File: src/rtl/divide_sequencer.sv
// Multi-cycle 32-bit restoring divider (signed or unsigned) sequencing one shared
// combinational subtractor over 32 trial-subtraction iterations; start/done handshake.

module subtractor #(
  parameter int WIDTH = 32
) (
  input  logic [WIDTH-1:0] minuend,
  input  logic [WIDTH-1:0] subtrahend,
  output logic [WIDTH-1:0] difference,
  output logic             borrow
);

  assign {borrow, difference} = {1'b0, minuend} - {1'b0, subtrahend};

endmodule

module divide_sequencer #(
  parameter int WIDTH = 32
) (
  input  logic             clock,
  input  logic             reset_n,
  input  logic             start,
  input  logic             signed_op,
  input  logic [WIDTH-1:0] dividend,
  input  logic [WIDTH-1:0] divisor,
  output logic             busy,
  output logic             done,
  output logic             div_by_zero,
  output logic [WIDTH-1:0] quotient,
  output logic [WIDTH-1:0] remainder
);

  localparam logic [2:0] IDLE = 3'd0;
  localparam logic [2:0] PREP = 3'd1;
  localparam logic [2:0] ITER = 3'd2;
  localparam logic [2:0] FIX  = 3'd3;
  localparam logic [2:0] DONE = 3'd4;

  logic [2:0]       state;
  logic             op_signed;
  logic [WIDTH-1:0] dvd_reg;
  logic [WIDTH-1:0] dvs_reg;
  logic [WIDTH-1:0] d_mag;
  logic [WIDTH-1:0] part_rem;
  logic [WIDTH-1:0] q_shift;
  logic [4:0]       count;
  logic             neg_q;
  logic             neg_r;

  logic             dvd_neg;
  logic             dvs_neg;
  logic [WIDTH-1:0] dvd_mag;
  logic [WIDTH-1:0] dvs_mag;
  logic [WIDTH-1:0] trial;
  logic             carry;
  logic [WIDTH-1:0] diff;
  logic             borrow;
  logic             accept;

  // Magnitudes; negating 0x80000000 yields itself, read as unsigned 2^31.
  assign dvd_neg = op_signed & dvd_reg[WIDTH-1];
  assign dvs_neg = op_signed & dvs_reg[WIDTH-1];
  assign dvd_mag = dvd_neg ? -dvd_reg : dvd_reg;
  assign dvs_mag = dvs_neg ? -dvs_reg : dvs_reg;

  // The bit shifted out of R acts as a 33rd bit: when set, S exceeds any divisor.
  assign trial  = {part_rem[WIDTH-2:0], q_shift[WIDTH-1]};
  assign carry  = part_rem[WIDTH-1];
  assign accept = carry | ~borrow;

  subtractor #(.WIDTH(WIDTH)) u_sub (
    .minuend    (trial),
    .subtrahend (d_mag),
    .difference (diff),
    .borrow     (borrow)
  );

  assign busy = (state == PREP) || (state == ITER) || (state == FIX);
  assign done = (state == DONE);

  always_ff @(posedge clock or negedge reset_n) begin
    if (!reset_n) begin
      state       <= IDLE;
      op_signed   <= 1'b0;
      dvd_reg     <= '0;
      dvs_reg     <= '0;
      d_mag       <= '0;
      part_rem    <= '0;
      q_shift     <= '0;
      count       <= '0;
      neg_q       <= 1'b0;
      neg_r       <= 1'b0;
      div_by_zero <= 1'b0;
      quotient    <= '0;
      remainder   <= '0;
    end else begin
      case (state)
        IDLE, DONE: begin
          if (start) begin
            if (divisor == '0) begin
              quotient    <= '1;
              remainder   <= dividend;
              div_by_zero <= 1'b1;
              state       <= DONE;
            end else begin
              dvd_reg     <= dividend;
              dvs_reg     <= divisor;
              op_signed   <= signed_op;
              div_by_zero <= 1'b0;
              state       <= PREP;
            end
          end else begin
            state <= IDLE;
          end
        end
        PREP: begin
          d_mag    <= dvs_mag;
          q_shift  <= dvd_mag;
          part_rem <= '0;
          neg_q    <= dvd_neg ^ dvs_neg;
          neg_r    <= dvd_neg;
          count    <= 5'd31;
          state    <= ITER;
        end
        ITER: begin
          part_rem <= accept ? diff : trial;
          q_shift  <= {q_shift[WIDTH-2:0], accept};
          if (count == 5'd0) begin
            state <= FIX;
          end else begin
            count <= count - 5'd1;
          end
        end
        FIX: begin
          quotient  <= neg_q ? -q_shift : q_shift;
          remainder <= neg_r ? -part_rem : part_rem;
          state     <= DONE;
        end
        default: state <= IDLE;
      endcase
    end
  end

endmodule

File: config.mk
export PLATFORM = sky130hd
export DESIGN_NAME = divide_sequencer
export DESIGN_NICKNAME = d
export VERILOG_FILES = /design/src/rtl/divide_sequencer.sv
export SDC_FILE = /design/constraint.sdc
export NUM_CORES = 1
export LEC_CHECK = 0
export ABC_AREA = 1
export CAP_MARGIN = 10
export CORE_MARGIN = 8
export CORE_UTILIZATION = 45
export CTS_BUF_LIST = sky130_fd_sc_hd__clkbuf_8
export CTS_CLUSTER_SIZE = 20
export DETAILED_ROUTE_END_ITERATION = 6
export GPL_TIMING_DRIVEN = 0
export RECOVER_POWER = 50
export SLEW_MARGIN = 20
export SYNTH_ARGS = -nofsm -noshare
export SYNTH_HDL_FRONTEND = slang
export SYNTH_SLANG_ARGS = --single-unit
export TNS_END_PERCENT = 20
File: constraint.sdc
create_clock -name clock -period 4.2 [get_ports clock]
set_input_delay 0.42 -clock clock [delete_from_list [all_inputs] [get_ports clock]]
set_output_delay 0.42 -clock clock [all_outputs]
set_load 0.1 [all_outputs]
==> results.json <==
{
  "min_from": "divisor[15]",
  "routed_via_density": 5.35,
  "highest_layer": "met4",
  "fill_cells": 3652,
  "synth_edf_count": 0,
  "area_growth_pct": 17.6,
  "grt_use_total_pct": 28.9,
  "crit_type": "flop to flop",
  "grt_max_degree": 90,
  "outcome": "finished, violations left",
  "yosys.area_share.simple_pct": 36.2,
  "dieHeight_um": 205,
  "drt_iter0_markers": 1539,
  "dr.pass1.iters": 7,
  "final_cells": 3121,
  "cts_tree": "built",
  "path_clk_slew_ns": 0.06,
  "slew_violations": 70,
  "yosys.cell_types.count": 43,
  "synthXorXnorAreaFrac_pct": 2.57,
  "rows": 69,
  "cp.required_ns": 4.65,
  "critical-path-max-stage-delay_ns": 1.08,
  "synth_top_family_by_area": "simple AND/OR/NAND/NOR gates",
  "avgSynthCellArea_um2": 6.55,
  "clkLatencyLatePin_ns": 0.63,
  "timing.final.crit_share_pct": 85.9,
  "ys_seq_area_share_pct": 36.9,
  "layout_common_cells": "nand2_1 (800), inv_1 (392), nand3_1 (273)",
  "endpoint_kind": "flop",
  "met1_length_um": 26900,
  "dp_cells": 3040,
  "synth_nets": 2550,
  "gp_congestion": 0.986,
  "cpMaxStageDelayCell": "nor3_1",
  "grt-ovfl-total": 0,
  "cts_hold_buf": 1,
  "worstMarginPinSlew_ns": 1.81,
  "met3_length_um": 4310,
  "violations": "max-capacitance violations, max-slew violations",
  "cts_setup_buffers": 0,
  "clockBufferDepth": 3,
  "synth-seq-cells": 236,
  "antenna_cells": 0,
  "path_cells": "clkbuf_1, nor3_1, inv_1, nand2_1, inv_1, clkbuf_1, nand2_1, o221ai_1",
  "cap_violations": 1,
  "max_slew_margin_pct": -20.4,
  "drive_gt1_share_pct": 4.70,
  "core-area_um2": 35300,
  "drc": 0,
  "start_util_pct": 45.3,
  "synth_area_um2": 16000,
  "start_kind": "flop",
  "finalCriticalPeriod_ns": 3.61,
  "antenna_found_initial": 0,
  "drtAntennaViolNets": 0,
  "dr_wl_met2_um": 27600,
  "netlist_instances": 2443,
  "post_cts_resized": 0,
  "hold_path.class": "input port to flop",
  "dpl.hpwl_um": 49200,
  "die-area_um2": 41800,
  "rsz0062_at_grt": "no",
  "synth_compound_area_share_pct": 10.2,
  "top_level_ports": 135,
  "yosysWarnings": 0,
  "wl_per_cell_um": 19.5,
  "numCtsBuffers": 45,
  "vias": 16700,
  "final_common_cell": "nand2_1",
  "reg2reg_from": "state[1]$_DFFE_PN0P_",
  "finalClockSkew_ns": 0.0602,
  "wl_um": 60900,
  "setup_viol": 0,
  "fmax_mhz": 277,
  "final_hold_viol_count": 0,
  "clock_sinks": 236,
  "synthMuxAreaShare_pct": 0,
  "critPathLaunch": "state[1]$_DFFE_PN0P_",
  "grt_pass1_wl_um": 93000,
  "htree_num_levels": 2,
  "cp.arrival_ns": 4.06,
  "die_w_um": 205,
  "root_buffer": "clkbuf_8",
  "synth_adder_area_share_pct": 3.10,
  "synth-main-ff-cell": "dfrtp_1",
  "async_reset_ff_share_pct": 100,
  "path_max_fanout": 10,
  "grt_pass1_vias": 15900,
  "final_net_count": 2734,
  "port_buffers": 134
}
## through the flow
stage	utilization (%)	area (um^2)	hold WS (ns)	setup WS, ns	TNS [ns]
CTS	53.4	18900	0.342	1.18	0
detailed placement	50.9	18000	0.417	0.826	0
global placement	50.7	17900	0.457	-7.54	-1772.00
global route	53.3	18800	0.406	0.588	0
finish	53.3	18800	0.404	0.592	0
floorplan	-	16000	0.124	1.23	0
## metal layers
metal / GRT usage [%] / vias to the layer above
li1: - / 8128
met1: 39.1 / 7793
met2: 46.3 / 652
met3: 4.33 / 110
met4: 10.6 / 0
met5: 0 / -
## cell families (layout without fill, tap and decap cells)
logic type      count (synthesis)  count (layout)
simple gates                 1375            1375
xor+xnor                       47              47
flops                         236             236
compound gates                291             291
fa+ha+maj                      39              39
buf+inv                       455             672
## Yosys cell counts, drive strengths merged, types with 12 or more instances
| master | count | area share [%] |
|---|---|---|
| o221ai | 12 | 0.66 |
| buf | 34 | 1.2 |
| o22ai | 19 | 0.74 |
| xnor2 | 13 | 0.71 |
| nor3 | 22 | 0.75 |
| inv | 378 | 8.9 |
| nand3 | 274 | 8.7 |
| nor2 | 215 | 5.3 |
| xor2 | 34 | 1.9 |
| a21oi | 74 | 2.3 |
| ha | 38 | 3.0 |
| clkbuf | 41 | 0.96 |
| dfrtp | 236 | 37 |
| nand2 | 810 | 19 |
| nand4 | 34 | 1.3 |
| o21ai | 150 | 4.8 |
## final timing paths
| check | slack (ns) | end | cells past startpoint |
|---|---|---|---|
| setup / recovery | 0.59 | q_shift[8]$_DFFE_PN0P_ | 8 |
| hold / removal | 0.40 | dvs_reg[15]$_DFFE_PN0P_ | 3 |
| setup reg to reg | 0.59 | q_shift[8]$_DFFE_PN0P_ | 8 |
| hold reg to reg | 0.47 | remainder[1]$_DFFE_PN0P_ | 2 |
| max in group asynchronous | 1.11 | dvs_reg[24]$_DFFE_PN0P_ | 3 |
| min in group asynchronous | 0.81 | remainder[1]$_DFFE_PN0P_ | 2 |
## area by class of cell
| type | count | area (um^2) | area share (%) |
|---|---|---|---|
| Multi-Input combinational cell | 1752 | 8310 | 44.2 |
| Sequential cell | 236 | 5910 | 31.4 |
| Inverter | 380 | 1430 | 7.58 |
| Timing Repair Buffer | 137 | 1380 | 7.34 |
| Clock buffer | 53 | 729 | 3.88 |
| Tap cell | 461 | 577 | 3.07 |
| Buffer | 75 | 337 | 1.79 |
| Clock inverter | 27 | 149 | 0.791 |
## worst max-delay path: cells and delay by family (launching register included)
kind | cells | cell delay (ns)
buffers and inverters | 4 | 1.48
and+or+nand+nor | 3 | 1.47
DFF | 1 | 0.36
AOI/OAI and AO/OA | 1 | 0.12
Power is left out: the tool's default activity adds up to more than one toggle a clock period on the data nets, which glitch-free logic cannot reach.
